**src/rtl/cpu_pkg.sv**
```systemverilog
// cpu_pkg: constants shared by the decode stage and its hazard sub-module.
//   XLEN          - datapath width
//   OPC_*         - opcode encodings (OPC_LOAD drives load-use detection)
//   *_HI / *_LO   - instruction field bit positions
//   sext16()      - sign-extends a 16-bit immediate to XLEN bits
package cpu_pkg;

  localparam int XLEN = 32;

  localparam logic [5:0] OPC_LOAD  = 6'h23;
  localparam logic [5:0] OPC_STORE = 6'h2B;

  localparam int OPC_HI = 31;
  localparam int OPC_LO = 26;
  localparam int RD_HI  = 25;
  localparam int RD_LO  = 21;
  localparam int RS1_HI = 20;
  localparam int RS1_LO = 16;
  localparam int RS2_HI = 15;
  localparam int RS2_LO = 11;
  localparam int IMM_HI = 15;
  localparam int IMM_LO = 0;

  function automatic logic [XLEN-1:0] sext16(input logic [15:0] imm);
    return {{(XLEN-16){imm[15]}}, imm};
  endfunction

endpackage

```
**src/rtl/decode_hazard.sv**
```systemverilog
// decode_hazard: combinational load-use hazard detection.
// Ports:
//   i_out_valid  - ID/EX register holds a valid instruction
//   i_out_opcode - opcode held in ID/EX
//   i_out_rd     - destination register held in ID/EX
//   i_in_valid   - fetch presents an instruction
//   i_rs1/i_rs2  - source registers of the presented instruction
//   o_hazard     - presented instruction needs a value still being loaded
module decode_hazard #(
  parameter logic [5:0] OPC_LOAD = 6'h23
) (
  input  logic       i_out_valid,
  input  logic [5:0] i_out_opcode,
  input  logic [4:0] i_out_rd,
  input  logic       i_in_valid,
  input  logic [4:0] i_rs1,
  input  logic [4:0] i_rs2,
  output logic       o_hazard
);

  logic w_is_load;
  logic w_rd_match;

  assign w_is_load  = i_out_valid && (i_out_opcode == OPC_LOAD);
  // r0 is hard-wired to zero, so a load into it can never create a dependency.
  assign w_rd_match = (i_out_rd != 5'd0) &&
                      ((i_out_rd == i_rs1) || (i_out_rd == i_rs2));
  assign o_hazard   = w_is_load && w_rd_match && i_in_valid;

endmodule

```
**src/rtl/decode_stage.sv**
```systemverilog
// decode_stage: instruction decode with register read, writeback bypass,
// load-use bubble insertion and a valid/ready ID/EX pipeline register.
// Ports:
//   clk, rst                     - clock, synchronous active-high reset
//   in_valid/in_instr/in_ready   - fetch handshake
//   rf_raddr1/2, rf_rdata1/2     - register file read port (combinational)
//   wb_we/wb_addr/wb_data        - writeback port, used for same-cycle bypass
//   flush                        - drop the held instruction, accept nothing
//   out_valid/out_ready          - execute handshake
//   out_opcode..out_imm          - registered ID/EX fields
//   lu_stalls                    - saturating count of load-use bubbles
module decode_stage #(
  parameter int         XLEN     = cpu_pkg::XLEN,
  parameter logic [5:0] OPC_LOAD = cpu_pkg::OPC_LOAD
) (
  input  logic            clk,
  input  logic            rst,
  input  logic            in_valid,
  input  logic [31:0]     in_instr,
  output logic            in_ready,
  output logic [4:0]      rf_raddr1,
  output logic [4:0]      rf_raddr2,
  input  logic [XLEN-1:0] rf_rdata1,
  input  logic [XLEN-1:0] rf_rdata2,
  input  logic            wb_we,
  input  logic [4:0]      wb_addr,
  input  logic [XLEN-1:0] wb_data,
  input  logic            flush,
  output logic            out_valid,
  input  logic            out_ready,
  output logic [5:0]      out_opcode,
  output logic [4:0]      out_rd,
  output logic [4:0]      out_rs1,
  output logic [4:0]      out_rs2,
  output logic [XLEN-1:0] out_op1,
  output logic [XLEN-1:0] out_op2,
  output logic [XLEN-1:0] out_imm,
  output logic [15:0]     lu_stalls
);
  import cpu_pkg::*;

  logic            r_valid;
  logic [5:0]      r_opcode;
  logic [4:0]      r_rd;
  logic [4:0]      r_rs1;
  logic [4:0]      r_rs2;
  logic [XLEN-1:0] r_op1;
  logic [XLEN-1:0] r_op2;
  logic [XLEN-1:0] r_imm;
  logic [15:0]     r_lu_stalls;

  logic [5:0]      w_opcode;
  logic [4:0]      w_rd;
  logic [4:0]      w_rs1;
  logic [4:0]      w_rs2;
  logic [15:0]     w_imm16;
  logic            w_hazard;
  logic            w_advance;
  logic            w_accept;
  logic [XLEN-1:0] w_op1;
  logic [XLEN-1:0] w_op2;

  // Operand source: r0 reads zero, a same-cycle writeback wins over the RF.
  function automatic logic [XLEN-1:0] sel_op(
    input logic [4:0]      rs,
    input logic            we,
    input logic [4:0]      waddr,
    input logic [XLEN-1:0] wdata,
    input logic [XLEN-1:0] rdata
  );
    logic [XLEN-1:0] v;
    if (rs == 5'd0) begin
      v = '0;
    end else if (we && (waddr == rs)) begin
      v = wdata;
    end else begin
      v = rdata;
    end
    return v;
  endfunction

  assign w_opcode = in_instr[OPC_HI:OPC_LO];
  assign w_rd     = in_instr[RD_HI:RD_LO];
  assign w_rs1    = in_instr[RS1_HI:RS1_LO];
  assign w_rs2    = in_instr[RS2_HI:RS2_LO];
  assign w_imm16  = in_instr[IMM_HI:IMM_LO];

  assign rf_raddr1 = w_rs1;
  assign rf_raddr2 = w_rs2;

  decode_hazard #(
    .OPC_LOAD(OPC_LOAD)
  ) u_hazard (
    .i_out_valid (r_valid),
    .i_out_opcode(r_opcode),
    .i_out_rd    (r_rd),
    .i_in_valid  (in_valid),
    .i_rs1       (w_rs1),
    .i_rs2       (w_rs2),
    .o_hazard    (w_hazard)
  );

  // ID/EX register is free to take a new value (instruction or bubble).
  assign w_advance = (!r_valid || out_ready) && !flush;
  assign in_ready  = !rst && w_advance && !w_hazard;
  assign w_accept  = in_valid && in_ready;

  assign w_op1 = sel_op(w_rs1, wb_we, wb_addr, wb_data, rf_rdata1);
  assign w_op2 = sel_op(w_rs2, wb_we, wb_addr, wb_data, rf_rdata2);

  // ID/EX pipeline register; data fields only change on an accepted instruction.
  always_ff @(posedge clk) begin
    if (rst) begin
      r_valid  <= 1'b0;
      r_opcode <= 6'd0;
      r_rd     <= 5'd0;
      r_rs1    <= 5'd0;
      r_rs2    <= 5'd0;
      r_op1    <= '0;
      r_op2    <= '0;
      r_imm    <= '0;
    end else if (flush) begin
      r_valid <= 1'b0;
    end else if (w_advance) begin
      r_valid <= w_accept;
      if (w_accept) begin
        r_opcode <= w_opcode;
        r_rd     <= w_rd;
        r_rs1    <= w_rs1;
        r_rs2    <= w_rs2;
        r_op1    <= w_op1;
        r_op2    <= w_op2;
        r_imm    <= sext16(w_imm16);
      end
    end
  end

  // Load-use bubble counter; a flushed cycle is not a bubble, so it is not counted.
  always_ff @(posedge clk) begin
    if (rst) begin
      r_lu_stalls <= 16'd0;
    end else if (w_advance && w_hazard && (r_lu_stalls != 16'hFFFF)) begin
      r_lu_stalls <= r_lu_stalls + 16'd1;
    end
  end

  assign out_valid  = r_valid;
  assign out_opcode = r_opcode;
  assign out_rd     = r_rd;
  assign out_rs1    = r_rs1;
  assign out_rs2    = r_rs2;
  assign out_op1    = r_op1;
  assign out_op2    = r_op2;
  assign out_imm    = r_imm;
  assign lu_stalls  = r_lu_stalls;

endmodule

```
**config.mk**
```make
export PLATFORM = sky130hd
export DESIGN_NAME = decode_stage
export DESIGN_NICKNAME = d
export VERILOG_FILES = /design/src/rtl/cpu_pkg.sv /design/src/rtl/decode_hazard.sv /design/src/rtl/decode_stage.sv
export SDC_FILE = /design/constraint.sdc
export NUM_CORES = 1
export LEC_CHECK = 0
export ABC_CLOCK_PERIOD_IN_PS = 4500
export CAP_MARGIN = 0
export CORE_AREA = 2 2 109 111
export DETAILED_ROUTE_END_ITERATION = 6
export DIE_AREA = 0 0 111 113
export DONT_BUFFER_PORTS = 1
export GPL_ROUTABILITY_DRIVEN = 0
export PLACE_DENSITY = 0.66
export SYNTH_ARGS = -nofsm -noshare
export SYNTH_HDL_FRONTEND = slang
export SYNTH_SLANG_ARGS = --single-unit
```
**constraint.sdc**
```tcl
create_clock -name clk -period 4.5 [get_ports clk]
set_input_delay 0.9 -clock clk [delete_from_list [all_inputs] [get_ports clk]]
set_output_delay 0.9 -clock clk [all_outputs]
set_load 0.02 [all_outputs]
```
==> results_tabular.tex <==
\begin{tabular}{lr}
\hline
Metric & Value \\
\hline
\multicolumn{2}{l}{\textbf{Route}} \\
\quad Post-detailed-routing wire length & 14200 um \\
\quad Detailed-route via count & 4062 \\
\quad Number of DRC markers in iteration 0 & between 300 and 400 \\
\quad Average wire per standard cell & 21.3 um \\
\quad Antenna Violating Nets Remaining & 0 \\
\quad Iteration count of the initial detailed-routing pass & 4 \\
\quad Total DRC errors in the routed layout & 0 \\
\quad DR vias/cell & 6.10 \\
\multicolumn{2}{l}{\textbf{STA}} \\
\quad Worst slew margin relative to its limit & 0.299 \\
\quad Fraction of the cycle the final worst path needs & 0.646 \\
\quad \# setup viols final & 0 \\
\quad Slew @ Worst Pin & between 1 and 1.5 ns \\
\quad Clock tree skew after final layout & 0.00675 ns \\
\quad Unrepaired setup endpoints after global routing & no \\
\quad Peak clock frequency supported by timing & about 340 MHz \\
\quad Total negative slack & 0 ns \\
\quad Final hold violation count & 0 \\
\quad Final Slew Violations & 0 \\
\quad Final critical delay including setup and external delays & 2.91 ns \\
\multicolumn{2}{l}{\textbf{Die}} \\
\quad Core region area & 11300 um2 \\
\quad Cell row count & 39 \\
\quad Effective utilization at floorplan & 0.510 \\
\quad Die W & 111 um \\
\quad Die area & 12500 um2 \\
\quad Die Span Y & 113 um \\
\quad IO Count & 284 \\
\multicolumn{2}{l}{\textbf{Yosys}} \\
\quad Number of enable-type register cells in the synthesized netlist & 0 \\
\quad Dominant register cell in the synthesized netlist & dfxtp\_1 \\
\quad Mean instance size in the synthesized netlist & 10.1 um2 \\
\quad Number of cells produced by synthesis & 567 \\
\quad Count of distinct cell types in the synthesized netlist & 40 \\
\quad Post-synthesis sequential element count & 113 \\
\quad Syn. warnings & 0 \\
\quad Post-Syn Nets & 707 \\
\quad Post-Synthesis Cell Area & roughly 5700 um2 \\
\quad Fraction of synthesis flops using an asynchronous set or reset pin & 0 \\
\quad Sequential fraction of the synthesis area & 0.394 \\
\multicolumn{2}{l}{\textbf{Hold path}} \\
\quad Number of instances on the worst hold path & 1 \\
\quad Min-delay worst type & in -> reg \\
\multicolumn{2}{l}{\textbf{Power}} \\
\quad Internal Power & 1.90 mW \\
\quad Max IR drop VDD & 0.261 mV \\
\quad Proportion of total power due to net switching & 0.234 \\
\quad Proportion of power drawn by flip-flops and latches & 0.446 \\
\quad Gate power share & 0.057 \\
\quad Net Sw Power & $\sim$580 uW \\
\quad Total power divided by cell area & 409 nW/um2 \\
\quad Leak & between 2 and 2.5 nW \\
\quad Clk pwr share & 0.497 \\
\multicolumn{2}{l}{\textbf{Setup path}} \\
\quad Cell with the largest stage delay on the worst path & dfxtp\_1 \\
\quad Req. time, crit path & 3.60 ns \\
\quad Cell chain of the critical path & xor2\_1, nor3\_1, a22oi\_1, o21a\_1 \\
\quad Crit Path Category & reg -> out \\
\quad Category of the worst setup path launch point & flip-flop \\
\quad Crit path capture type & output port \\
\quad Arrival time of the worst setup path & 2.01 ns \\
\quad Number of cells on the worst reg-to-reg path & 7 \\
\quad Max incr delay on CP & 0.59 ns \\
\quad Worst-path fanout max & 5 \\
\multicolumn{2}{l}{\textbf{CTS}} \\
\quad CTS root buffer & clkbuf\_16 \\
\quad Total number of H-tree levels & 4 \\
\quad Setup bufs post-CTS & 0 \\
\quad Post-CTS clock slew at the launch and capture registers of the worst setup and hold paths & 0.05 ns \\
\quad Num CTS Buffers & 17 \\
\quad Bufs on Longest Clock Path & 2 \\
\quad Later-pin clock latency in the skew report & approximately 0.41 ns \\
\quad Count of cells resized by post-cts repair & 0 \\
\quad Clock net sink count & roughly 110 \\
\quad TritonCTS clock tree & built \\
\quad Number of buffers inserted for hold repair after clock tree synthesis & 0 \\
\multicolumn{2}{l}{\textbf{GRT}} \\
\quad Initial antenna violation count & 0 \\
\quad Via count of the first global-routing pass & $\sim$4100 \\
\quad GRT overflow & 0 \\
\quad Overall routing resource usage & 0.220 \\
\quad Maximum number of pins on one net before global-route repair & 139 \\
\quad Global-route wire length before repair & 21900 um \\
\multicolumn{2}{l}{\textbf{Place}} \\
\quad Post-detailed-placement cell area & roughly 5500 um2 \\
\quad Number of buffers added on ports & 0 \\
\quad Post-DP HPWL & 9560 um \\
\multicolumn{2}{l}{\textbf{Cells and area}} \\
\quad Fin area & a little over 6000 um2 \\
\quad Area Growth Syn to Fin & 5.29\% \\
\quad Layout cells sized above 1 & 0.138 \\
\quad Final cell utilization of the core & 0.537 \\
\quad Count of inserted antenna diode cells & 0 \\
\quad Layout Nets & about 650 \\
\multicolumn{2}{l}{\textbf{Run status}} \\
\quad Result of the run & complete, no violations \\
\multicolumn{2}{l}{\textbf{Flow run}} \\
\quad \# Max-Cap Violations & 0 \\
\hline
\end{tabular}
[cell families (layout without fill, tap and decap cells)]
kind of cell             Yosys count  count (layout)  synth area share
XOR/XNOR                          21              21            0.0320
adder cells (fa/ha/maj)            1               1           0.00218
flip-flops                       113             113             0.394
AO/OA/AOI/OAI                     81              81             0.128
buffers and inverters             83              39            0.0869
AND/OR/NAND/NOR                  162             162             0.170
multiplexers                     106             106             0.187
[per-layer routing]
layer | track usage | part of all wire | vias to the layer above
li1 | - | - | 1912
met1 | 0.247 | 0.39 | 1913
met2 | 0.361 | 0.49 | 214
met3 | 0.0980 | 0.095 | 23
met4 | 0.103 | 0.022 | 0
met5 | 0 | 0 | -
[flip-flops by register name, indices dropped and copies added, names as in the netlist]
signal,count
lu_stalls,16
out_imm,11
out_op1,32
out_op2,32
out_opcode,6
out_rd,5
out_rs1,5
out_rs2,5
out_valid,1
[cells in the mapped netlist (2+ instances only)]
master / instances / area [um2]
and2_1: 2 / 12.5
dfxtp_1: 113 / 2260
clkbuf_1: 20 / 75.1
buf_2: 21 / 105
mux2_1: 2 / 22.5
mux2_2: 7 / 78.8
or4_1: 3 / 22.5
and4_1: 3 / 26.3
nand3b_1: 64 / 480
nand2b_1: 4 / 25.0
a21oi_1: 4 / 20.0
xor2_1: 18 / 158
xnor2_1: 3 / 26.3
buf_6: 4 / 45.0
buf_4: 35 / 263
inv_1: 3 / 11.3
nor3_1: 2 / 10.0
nand3_1: 8 / 40.0
nor2b_1: 9 / 56.3
mux2i_1: 97 / 971
nand4_1: 3 / 18.8
a21o_1: 2 / 15.0
o31ai_1: 38 / 285
nor4_1: 3 / 18.8
o31ai_2: 26 / 325
nor2_1: 49 / 184
o21bai_1: 2 / 15.0
a31o_2: 2 / 17.5
and3_1: 9 / 56.3
[final cells by class]
class / count / area (um2)
sequential: 113 / 2270
timing repair buffer: 5 / 50.0
multi-input combinational: 371 / 3000
tap: 143 / 179
clock buffer: 25 / 487
clock inverter: 6 / 55.1
fill: 1014 / 5220
inverter: 3 / 11.3
[worst paths after layout]
path / from / to / slack [ns]
hold / removal: flush / out_valid / 0.56
hold reg to reg: out_op2[22] / out_op2[22] / 0.59
setup / recovery: out_rd[4] / in_ready / 1.59
setup reg to reg: out_rd[4] / out_rs1[1] / 1.95
[placed cells by master, fill, tap and decap left out, types with 3 or more instances in the layout]
cell,synthesis,final
and4_1,3,3
clkinv_2,0,5
dfxtp_1,113,112
nor4_1,3,3
or4_1,3,3
mux2i_1,97,97
o31ai_1,38,38
nand2b_1,4,4
buf_4,35,4
clkbuf_16,0,18
mux2_2,7,7
nor2_1,49,49
inv_1,3,3
nand4_1,3,3
xor2_1,18,18
and3_1,9,7
nand3_1,8,8
xnor2_1,3,3
a21oi_1,4,4
nor2b_1,9,9
nand3b_1,64,64
clkbuf_1,20,6
o31ai_2,26,26
[through the flow]
step / hold WS, ns / cells / total power [mW] / setup WS [ns]
after floorplan: 0.562 / 567 / 1.27 / 1.97
after global placement: 0.573 / 635 / 1.26 / 1.71
after detailed placement: 0.579 / 635 / 1.27 / 1.66
after CTS: 0.540 / 666 / 2.51 / 1.52
after global routing: 0.541 / 666 / 2.57 / 1.47
final: 0.561 / 666 / 2.48 / 1.59
[power by group through the flow]
stage	combinational [mW]	sequential [mW]	clock, mW
after floorplan	0.167	1.11	0
after global placement	0.137	1.12	0
after detailed placement	0.143	1.12	0
after CTS	0.143	1.10	1.26
after global routing	0.157	1.11	1.31
final	0.142	1.10	1.23
[worst max-delay path, delay by kind of cell, from the launching register on]
| kind | cells | cell delay [ns] |
|---|---|---|
| AO/OA/AOI/OAI | 2 | 0.69 |
| flip-flops | 1 | 0.59 |
| XOR/XNOR | 1 | 0.24 |
| AND/OR/NAND/NOR | 1 | 0.08 |
No activity file was read; power rests on OpenSTA's default activity.
